[src/rtl/mem_byte_sequencer_pkg.sv]
// rtl/mem_byte_sequencer_pkg.sv - shared funct3 codes, FSM encoding and byte-count helper
package mem_seq_pkg;

    localparam logic [2:0] F3_B  = 3'b000;
    localparam logic [2:0] F3_H  = 3'b001;
    localparam logic [2:0] F3_W  = 3'b010;
    localparam logic [2:0] F3_BU = 3'b100;
    localparam logic [2:0] F3_HU = 3'b101;

    typedef enum logic [1:0] {
        ST_IDLE   = 2'd0,
        ST_ACCESS = 2'd1,
        ST_DONE   = 2'd2
    } state_t;

    function automatic logic [2:0] byte_count(input logic [2:0] funct3);
        case (funct3)
            F3_B, F3_BU: byte_count = 3'd1;
            F3_H, F3_HU: byte_count = 3'd2;
            default:     byte_count = 3'd4;
        endcase
    endfunction

endpackage

[src/rtl/mem_byte_sequencer_if.sv]
// rtl/mem_byte_sequencer_if.sv - request/response and byte-memory signals of the sequencer
interface mem_byte_sequencer_if #(
    parameter int ADDR_W = 13,
    parameter int XLEN   = 32
);
    logic              req_valid;
    logic              req_we;
    logic [2:0]        req_funct3;
    logic [ADDR_W-1:0] req_addr;
    logic [XLEN-1:0]   req_wdata;
    logic              busy;
    logic              done;
    logic              err;
    logic [XLEN-1:0]   rdata;
    logic [ADDR_W-1:0] mem_address;
    logic [7:0]        mem_data_in;
    logic              mem_rden;
    logic              mem_wren;
    logic [7:0]        mem_data_out;

    // master: the sequencer itself (serves the pipeline, drives the memory)
    modport master (
        input  req_valid, req_we, req_funct3, req_addr, req_wdata, mem_data_out,
        output busy, done, err, rdata, mem_address, mem_data_in, mem_rden, mem_wren
    );

    modport slave (
        output req_valid, req_we, req_funct3, req_addr, req_wdata, mem_data_out,
        input  busy, done, err, rdata, mem_address, mem_data_in, mem_rden, mem_wren
    );
endinterface

[src/rtl/mem_byte_sequencer_load_extend.sv]
// rtl/mem_byte_sequencer_load_extend.sv - sign/zero extension of the assembled load word
module load_extend
    import mem_seq_pkg::*;
(
    input  logic [31:0] data_in,
    input  logic [2:0]  funct3,
    output logic [31:0] data_out
);
    always_comb begin
        data_out = data_in;
        case (funct3)
            F3_B:    data_out = {{24{data_in[7]}}, data_in[7:0]};
            F3_H:    data_out = {{16{data_in[15]}}, data_in[15:0]};
            F3_BU:   data_out = {24'h000000, data_in[7:0]};
            F3_HU:   data_out = {16'h0000, data_in[15:0]};
            default: data_out = data_in;
        endcase
    end
endmodule

[src/rtl/mem_byte_sequencer.sv]
// rtl/mem_byte_sequencer.sv - RV32 load/store as 1/2/4 byte cycles; MISALIGN_TRAP_EN traps misaligned H/W
module mem_byte_sequencer
    import mem_seq_pkg::*;
#(
    parameter int ADDR_W = 13,
    parameter int XLEN   = 32
) (
    input  logic                 clk,
    input  logic                 rst,
    mem_byte_sequencer_if.master bus
);
    state_t            state_q, state_d;
    logic              we_q;
    logic [2:0]        f3_q;
    logic [ADDR_W-1:0] addr_q;
    logic [XLEN-1:0]   wdata_q;
    logic [XLEN-1:0]   acc_q, acc_next;
    logic [XLEN-1:0]   rdata_q, ext_data;
    logic [1:0]        k_q, k_inc;
    logic              err_q;
    logic              accept, bad_req, last_byte;
    logic [ADDR_W-1:0] mem_address_q;
    logic [7:0]        mem_data_in_q;
    logic              mem_rden_q, mem_wren_q;

    assign accept    = (state_q == ST_IDLE || state_q == ST_DONE) && bus.req_valid;
    assign k_inc     = k_q + 2'd1;
    assign last_byte = ({1'b0, k_q} == (byte_count(f3_q) - 3'd1));

    always_comb begin
        bad_req = 1'b0;
        case (bus.req_funct3)
            F3_B, F3_H, F3_W: bad_req = 1'b0;
            F3_BU, F3_HU:     bad_req = bus.req_we;
            default:          bad_req = 1'b1;
        endcase
`ifdef MISALIGN_TRAP_EN
        if ((bus.req_funct3 == F3_H || bus.req_funct3 == F3_HU) && bus.req_addr[0])
            bad_req = 1'b1;
        if (bus.req_funct3 == F3_W && bus.req_addr[1:0] != 2'b00)
            bad_req = 1'b1;
`endif
    end

    always_comb begin
        acc_next = acc_q;
        acc_next[8*k_q +: 8] = bus.mem_data_out;
    end

    load_extend u_load_extend (
        .data_in  (acc_next),
        .funct3   (f3_q),
        .data_out (ext_data)
    );

    always_ff @(posedge clk) begin
        if (rst) state_q <= ST_IDLE;
        else     state_q <= state_d;
    end

    always_comb begin
        state_d = state_q;
        case (state_q)
            ST_IDLE, ST_DONE: begin
                if (accept) state_d = bad_req ? ST_DONE : ST_ACCESS;
                else        state_d = ST_IDLE;
            end
            ST_ACCESS: if (last_byte) state_d = ST_DONE;
            default:   state_d = ST_IDLE;
        endcase
    end

    always_comb begin
        bus.busy = (state_q != ST_IDLE);
        bus.done = (state_q == ST_DONE);
        bus.err  = (state_q == ST_DONE) && err_q;
    end

    // Memory strobes are registered so the async RAM sees stable controls all cycle.
    always_ff @(posedge clk) begin
        if (rst) begin
            we_q          <= 1'b0;
            f3_q          <= 3'b000;
            addr_q        <= '0;
            wdata_q       <= '0;
            acc_q         <= '0;
            rdata_q       <= '0;
            k_q           <= 2'd0;
            err_q         <= 1'b0;
            mem_address_q <= '0;
            mem_data_in_q <= 8'h00;
            mem_rden_q    <= 1'b0;
            mem_wren_q    <= 1'b0;
        end else if (accept) begin
            we_q          <= bus.req_we;
            f3_q          <= bus.req_funct3;
            addr_q        <= bus.req_addr;
            wdata_q       <= bus.req_wdata;
            acc_q         <= '0;
            rdata_q       <= '0;
            k_q           <= 2'd0;
            err_q         <= bad_req;
            mem_address_q <= bus.req_addr;
            mem_rden_q    <= !bad_req && !bus.req_we;
            mem_wren_q    <= !bad_req && bus.req_we;
            mem_data_in_q <= (!bad_req && bus.req_we) ? bus.req_wdata[7:0] : 8'h00;
        end else if (state_q == ST_ACCESS) begin
            k_q <= k_inc;
            if (!we_q) acc_q <= acc_next;
            if (last_byte) begin
                mem_rden_q    <= 1'b0;
                mem_wren_q    <= 1'b0;
                mem_data_in_q <= 8'h00;
                if (!we_q) rdata_q <= ext_data;
            end else begin
                mem_address_q <= addr_q + ADDR_W'(k_inc);
                mem_data_in_q <= we_q ? wdata_q[8*k_inc +: 8] : 8'h00;
            end
        end
    end

    assign bus.rdata       = rdata_q;
    assign bus.mem_address = mem_address_q;
    assign bus.mem_data_in = mem_data_in_q;
    assign bus.mem_rden    = mem_rden_q;
    assign bus.mem_wren    = mem_wren_q;

endmodule
[src/flat_wrapper.sv]
// flat-port wrapper written by rule: the top's interface ports become plain ports
module mem_byte_sequencer_flat import mem_seq_pkg::*;
#(
    parameter int ADDR_W = 13,
    parameter int XLEN   = 32
)
  (clk, rst, bus_req_valid, bus_req_we, bus_req_funct3, bus_req_addr, bus_req_wdata, bus_mem_data_out, bus_busy, bus_done, bus_err, bus_rdata, bus_mem_address, bus_mem_data_in, bus_mem_rden, bus_mem_wren);
  mem_byte_sequencer_if #(.ADDR_W(ADDR_W), .XLEN(XLEN)) bus_i ();
  input  logic clk;
  input  logic rst;
  input wire logic [$bits(bus_i.req_valid)-1:0] bus_req_valid;
  input wire logic [$bits(bus_i.req_we)-1:0] bus_req_we;
  input wire logic [$bits(bus_i.req_funct3)-1:0] bus_req_funct3;
  input wire logic [$bits(bus_i.req_addr)-1:0] bus_req_addr;
  input wire logic [$bits(bus_i.req_wdata)-1:0] bus_req_wdata;
  input wire logic [$bits(bus_i.mem_data_out)-1:0] bus_mem_data_out;
  output wire logic [$bits(bus_i.busy)-1:0] bus_busy;
  output wire logic [$bits(bus_i.done)-1:0] bus_done;
  output wire logic [$bits(bus_i.err)-1:0] bus_err;
  output wire logic [$bits(bus_i.rdata)-1:0] bus_rdata;
  output wire logic [$bits(bus_i.mem_address)-1:0] bus_mem_address;
  output wire logic [$bits(bus_i.mem_data_in)-1:0] bus_mem_data_in;
  output wire logic [$bits(bus_i.mem_rden)-1:0] bus_mem_rden;
  output wire logic [$bits(bus_i.mem_wren)-1:0] bus_mem_wren;
  assign bus_i.req_valid = bus_req_valid;
  assign bus_i.req_we = bus_req_we;
  assign bus_i.req_funct3 = bus_req_funct3;
  assign bus_i.req_addr = bus_req_addr;
  assign bus_i.req_wdata = bus_req_wdata;
  assign bus_i.mem_data_out = bus_mem_data_out;
  assign bus_busy = bus_i.busy;
  assign bus_done = bus_i.done;
  assign bus_err = bus_i.err;
  assign bus_rdata = bus_i.rdata;
  assign bus_mem_address = bus_i.mem_address;
  assign bus_mem_data_in = bus_i.mem_data_in;
  assign bus_mem_rden = bus_i.mem_rden;
  assign bus_mem_wren = bus_i.mem_wren;
  mem_byte_sequencer #(.ADDR_W(ADDR_W), .XLEN(XLEN)) u_core (.clk(clk), .rst(rst), .bus(bus_i));
endmodule
[config.mk]
export PLATFORM = sky130hd
export DESIGN_NAME = mem_byte_sequencer_flat
export DESIGN_NICKNAME = d
export VERILOG_FILES = /design/src/rtl/mem_byte_sequencer_pkg.sv /design/src/rtl/mem_byte_sequencer_if.sv /design/src/rtl/mem_byte_sequencer_load_extend.sv /design/src/rtl/mem_byte_sequencer.sv /design/src/flat_wrapper.sv
export SDC_FILE = /design/constraint.sdc
export NUM_CORES = 1
export LEC_CHECK = 0
export CORE_MARGIN = 2
export CORE_UTILIZATION = 35
export DETAILED_ROUTE_END_ITERATION = 7
export DONT_BUFFER_PORTS = 1
export SLEW_MARGIN = 10
export SYNTH_ARGS = -nofsm -noshare
export SYNTH_HDL_FRONTEND = slang
export SYNTH_SLANG_ARGS = --single-unit
export TNS_END_PERCENT = 20
[constraint.sdc]
create_clock -name clk -period 3.9 [get_ports clk]
set_input_delay 0.585 -clock clk [delete_from_list [all_inputs] [get_ports clk]]
set_output_delay 0.585 -clock clk [all_outputs]
set_load 0.01 [all_outputs]
==> results of run 1 <==
[area by class of cell]
| class | count | area share |
|---|---|---|
| Multi-Input combinational cell | 513 | 0.456 |
| Sequential cell | 141 | 0.404 |
| Clock buffer | 25 | 0.0724 |
| Tap cell | 229 | 0.0410 |
| Clock inverter | 6 | 0.0118 |
| Timing Repair Buffer | 8 | 0.00860 |
| Inverter | 11 | 0.00591 |
[registers in the layout, summed over array words and instances, names as in the netlist]
| name | count |
|---|---|
| u_core.bus.mem_address | 13 |
| u_core.k_q | 2 |
| u_core.err_q | 1 |
| u_core.bus.mem_data_in | 8 |
| u_core.f3_q | 3 |
| u_core.bus.mem_wren | 1 |
| u_core.bus.mem_rden | 1 |
| u_core.state_q | 2 |
| u_core.addr_q | 13 |
| u_core.acc_q | 32 |
| u_core.bus.rdata | 32 |
| u_core.wdata_q | 32 |
| u_core.we_q | 1 |
[worst reg2reg max path: cells and delay by family (launching register included)]
kind                       cells  cell delay [ns]
DFF                            1             0.64
xor gates and xnor gates       1             0.11
AOI/OAI and AO/OA              1             0.14
adders and majority gates      2             0.94
and+or+nand+nor                2             0.39
buffers and inverters          3             0.59
[metal layers]
metal  global-route usage  share of wire  wire [um]  vias to the layer above
met5                    0              0          0                        -
met4               0.0451          0.010        167                        0
met3               0.0769          0.090       1500                       14
met2                0.259           0.45       7520                      141
met1                0.227           0.45       7530                     2393
li1                     -              -          -                     2529
[through the flow]
step	cell area, sq um	std cells	util
after floorplan	6330	729	-
after global placement	6390	902	0.358
after detailed placement	6390	902	0.358
after CTS	6980	933	0.391
after global routing	6980	933	0.391
final	6980	933	0.391
[kinds of logic (layout without fill, tap and decap cells)]
group                      after synthesis  after routing  synth area share
and+or+nand+nor                        271            271             0.200
DFF                                    141            141             0.446
xor gates and xnor gates                 9              9            0.0136
buffers and inverters                   75             50            0.0543
muxes                                    8              8            0.0284
AOI/OAI and AO/OA                      217            217             0.241
adders and majority gates                8              8            0.0170
[path summary, 6_finish.rpt]
check	depth (start not counted)	slack [ns]	from	endpoint
max	9	0.95	u_core.k_q[0]	u_core.bus.mem_address[10]
min	1	0.23	rst	u_core.addr_q[8]
max reg2reg	9	0.95	u_core.k_q[0]	u_core.bus.mem_address[10]
min reg2reg	2	0.45	u_core.wdata_q[3]	u_core.wdata_q[3]
[power groups by stage]
| stage | Clock (mW) | Combinational [mW] | Sequential (mW) |
|---|---|---|---|
| after floorplan | 0 | 0.273 | 1.59 |
| after global placement | 0 | 0.301 | 1.61 |
| after detailed placement | 0 | 0.303 | 1.61 |
| after CTS | 1.64 | 0.305 | 1.58 |
| after global routing | 1.70 | 0.338 | 1.59 |
| final | 1.61 | 0.303 | 1.58 |
[layout by cell type (no fill, tap or decap), types with 5 or more instances in the layout]
cell       count
a211oi_1      27
a211oi_2      12
a21oi_1       97
a22oi_1       13
a311oi_1      12
buf_4          8
clkbuf_16     17
clkbuf_8       5
dfxtp_1      141
ha_1           7
inv_1         11
mux4_2         8
nand2_1      129
nand2b_1       5
nand3_1       20
nor2_1        61
nor2b_1       15
nor3_1         6
o21ai_0       10
o221a_2        9
==> results by group, run 1 <==
Yosys
  • Largest area contributor in the synthesized netlist: dfxtp_1
  • Syn. warnings: 0
  • Synth cell types: 57
  • Mapped Cells: 729
  • Synth Net Count: around 800
  • Count leader, synth: dfxtp_1
  • Avg Cell Area, Syn: 8.69 sq um
  • Sequential cell area fraction in the yosys report: 0.446
  • Yosys top cell area share: 0.446
  • Number of synthesized register bits: about 140
  • Asr flop ratio synth: 0
  • Mapped Area: 6330 sq um
  • Top cells by count, synth: 141 x dfxtp_1, 129 x nand2_1, 97 x a21oi_1, 61 x nor2_1, 35 x clkbuf_1
  • Post-synth EDFFs: 0
  • Area contributors post-synth: dfxtp_1 45%, a21oi_1 7.7%, nand2_1 7.6%
  • Top_reg_cell synth: dfxtp_1

Worst setup path
  • Setup Crit Path Kind: reg -> reg
  • Type of origin of the critical path: flop
  • Critical Path Most Common Cell: inv_1
  • CP top delay family: adder cells
  • Worst EP arrival: 3.24 ns
  • CP Max Fanout: 11
  • Slowest stage delay, CP: about 0.64 ns
  • Worst Path Required: about 4.2 ns
  • Critical Path Sink Type: flop
  • Critical-path top delay cell: dfxtp_1
  • Buf/Inv on CP: 3
  • Worst-path cell chain: inv_1 -> ha_1 -> buf_4 -> inv_1 -> fa_1 -> nor2b_1 -> and4_1 -> xnor2_1 -> o221ai_1

Clocking
  • Hold buffer count at cts: 0
  • Root buf cell: clkbuf_16
  • CTS sink count: around 140
  • Clock Path Buffers: 2
  • Worst-path clk slew: around 0.060 ns
  • Clock network latency to the later pin of the worst-skew pair: 0.42 ns
  • Setup Buffers After CTS: 0
  • Post-CTS resize count: 0
  • CTS tree: done
  • CTS Buf Count: 17
  • H-tree level count: 4

Timing
  • Worst slew pin tran: 1.01 ns
  • Minimum clock period: ~3 ns
  • RSZ-0062 raised after global routing: no
  • Hold Violations, Final: 0
  • Clk_skew: slightly below 0.009 ns
  • Setup TNS: 0 ns
  • Slew headroom: 0.326
  • Hold_ws: between 0.2 and 0.25 ns
  • Final setup margin: 0.949 ns
  • Max frequency: around 340 MHz
  • Final period util: 0.757
  • Max-slew violation count: 0
  • Endpoints failing setup: 0

Global route
  • Grt ovf: 0
  • Initial antenna violation count: 0
  • GR Util All Layers: 0.172
  • Vias in the first global route: between 4000 and 5000
  • Largest net degree at the start of global routing: roughly 80
  • First-pass GRT wire length: around 26000 um

Route
  • Total vias in the final route: roughly 5000
  • Number of remaining DRC errors: 0
  • DR iter-0 viols: between 300 and 400
  • Total wire length: about 17000 um
  • Remaining antenna violation count: 0
  • Wire length per cell: roughly 18 um
  • Iteration count of the initial detailed-routing pass: 5
  • Vias/cell: around 5.4

Layout
  • Area delta synth->final: 10.3%
  • Proportion of layout cells with a drive suffix above 1: 0.111
  • Nets: 760
  • # diodes: 0
  • Multi-input logic area: approximately 3200 sq um
  • FILL cells: roughly 1800
  • FF/Latch Area: approximately 2800 sq um

Power and ir drop
  • Clock Power Share: 0.462
  • Cell Pwr Density: ~500 nW/um^2
  • Final total power: roughly 3.5 mW
  • Switching power share of the total: 0.246
  • Internal power: ~2.6 mW
  • Pleak: between 2 and 2.5 nW
  • Comb pwr share: 0.087
  • NetSw: about 0.86 mW
  • Register share of total power: 0.452
  • Worst vdd rail ir drop: 0.304 mV

Die
  • Total core area: 17800 sq um
  • Die Area: ~19000 sq um
  • Row cnt: between 40 and 50
  • IO Count: around 120
  • Chip Width: ~140 um
  • Die Ht: 139 um
  • Starting Density: 0.355

Placed design
  • Dpl ws: slightly above 0.9 ns
  • GPL Wtd Cong: between 0.7 and 0.8
  • Port bufs: 0
  • DP Wirelength: about 11000 um

Min path
  • Hold WC Path Type: in -> reg

Job
  • Max-cap violations: 0

Run status
  • Status: completed
No activity file was read; power rests on OpenSTA's default activity.
==> inputs of run 2 (changes only) <==
- clock period: 3.9 -> 2.8 ns (I/O delays scaled with it)
==> run 2 against run 1 <==
  * Cell area grew 1.2%
  * Fmax grew 23%
  * Core utilization grew 0.47 points
  * Die area is the same
  * Highest routed layer unchanged
  * Wire length shrank 0.13%
  * Power grew 42%
  * Register-to-register slack lost 0.54 ns
  * Non-clock buffer count grew 8
==> results by group, run 2 (same netlist as run 1, synthesis figures left out) <==
Clocking
  • H-tree level count: 4
  • Clock network latency to the later pin of the worst-skew pair: 0.43 ns
  • CTS Buf Count: 17
  • Hold buffer count at cts: 0
  • CTS sink count: 141
  • Clock Path Buffers: 2
  • Root buf cell: clkbuf_16
  • CTS tree: done
  • Setup Buffers After CTS: 0
  • Post-CTS resize count: 0
  • Worst-path clk slew: 0.06 ns

Die
  • Total core area: roughly 18000 sq um
  • IO Count: ~120
  • Chip Width: 139 um
  • Starting Density: 0.355
  • Die Area: approximately 19000 sq um
  • Row cnt: 49
  • Die Ht: 139 um

Power and ir drop
  • Cell Pwr Density: between 700 and 800 nW/um^2
  • NetSw: 1.25 mW
  • Switching power share of the total: 0.252
  • Comb pwr share: 0.088
  • Register share of total power: 0.444
  • Internal power: roughly 3.7 mW
  • Clock Power Share: 0.468
  • Worst vdd rail ir drop: approximately 0.56 mV
  • Pleak: approximately 2.4 nW

Run status
  • Status: completed

Worst setup path
  • Worst Path Required: a little over 3 ns
  • Type of origin of the critical path: flop
  • Worst EP arrival: around 2.7 ns
  • CP Max Fanout: 7
  • Critical Path Sink Type: flop
  • Setup Crit Path Kind: reg -> reg

Timing
  • Final period util: 0.855
  • Max-slew violation count: 0
  • Endpoints failing setup: 0
  • Clk_skew: between 0.01 and 0.015 ns
  • Max frequency: roughly 420 MHz
  • Setup TNS: 0 ns
  • Minimum clock period: ~2.4 ns
  • Slew headroom: 0.534
  • Hold Violations, Final: 0
  • Worst slew pin tran: roughly 0.70 ns
  • RSZ-0062 raised after global routing: no
  • Hold_ws: about 0.064 ns

Layout
  • Commonest non-fill, non-tap cell in the layout: dfxtp_1
  • Nets: around 770
  • Most frequent cells in the layout: 141 x dfxtp_1, 129 x nand2_1, 97 x a21oi_1, 61 x nor2_1, 27 x a211oi_1
  • Proportion of layout cells with a drive suffix above 1: 0.122
  • Area delta synth->final: 11.6%
  • # diodes: 0
  • Layout Cells excl Fill: roughly 940
  • Final core utilization: 0.396

Route
  • Number of remaining DRC errors: 0
  • DR iter-0 viols: 390
  • Vias/cell: roughly 5.4
  • Remaining antenna violation count: 0
  • Iteration count of the initial detailed-routing pass: 6
  • Total vias in the final route: approximately 5100
  • Wire length per cell: ~18 um
  • Total wire length: around 17000 um

Global route
  • Vias in the first global route: around 4900
  • Initial antenna violation count: 0
  • Largest net degree at the start of global routing: between 80 and 90
  • Grt ovf: 0
  • First-pass GRT wire length: around 27000 um
  • GR Util All Layers: 0.175

Placed design
  • GPL Wtd Cong: between 0.8 and 0.9
  • Placed cells: 910
  • DP Wirelength: about 11000 um
  • Port bufs: 0

Job
  • Max-cap violations: 0

Min path
  • Hold WC Path Type: in -> reg
## run 2: through the flow
stage | total power, mW | worst slack (ns) | cell area, sq um
3_3_place_gp | 2.68 | 0.484 | 6470
3_5_place_dp | 2.68 | 0.390 | 6470
5_1_grt | 5.14 | 0.226 | 7070
6_report | 4.95 | 0.406 | 7070
4_1_cts | 5.00 | 0.394 | 7070
2_1_floorplan | 2.59 | 0.137 | 6330
## run 2: power groups by stage
stage               sequential (mW)  combinational (mW)  clock [mW]
floorplan                      2.21               0.381           0
global placement               2.24               0.436           0
detailed placement             2.24               0.439           0
CTS                            2.20               0.441        2.36
global route                   2.21               0.491        2.44
finish                         2.20               0.437        2.32
## run 2: final timing paths
path / start / endpoint / slack (ns) / cells after the start
max reg2reg: u_core.k_q[1] / u_core.bus.mem_address[10] / 0.41 / 8
max: u_core.k_q[1] / u_core.bus.mem_address[10] / 0.41 / 8
min: rst / u_core.addr_q[2] / 0.06 / 1
min reg2reg: u_core.wdata_q[18] / u_core.wdata_q[18] / 0.45 / 2
## run 2: layout make-up
cell class / instances / area [sq um]
Multi-Input combinational cell: 513 / 3180
Tap cell: 229 / 287
Clock inverter: 10 / 139
Clock buffer: 21 / 460
Fill cell: 1788 / 10800
Sequential cell: 141 / 2820
Inverter: 11 / 41.3
Timing Repair Buffer: 16 / 133
## run 2: metal layers
| layer | vias up | global-route usage | wire length, um |
|---|---|---|---|
| met4 | 0 | 0.0607 | 245 |
| met3 | 15 | 0.0714 | 1560 |
| met2 | 153 | 0.262 | 7470 |
| met5 | - | 0 | 0 |
| li1 | 2542 | - | - |
| met1 | 2380 | 0.230 | 7420 |
## run 2: critical path: stages (launching register included)
cell      delay, ns
dfxtp_1        0.41
inv_1          0.11
ha_1           0.46
inv_1          0.15
fa_1           0.50
nor2b_1        0.18
and4_1         0.22
xnor2_1        0.11
o221ai_1       0.12
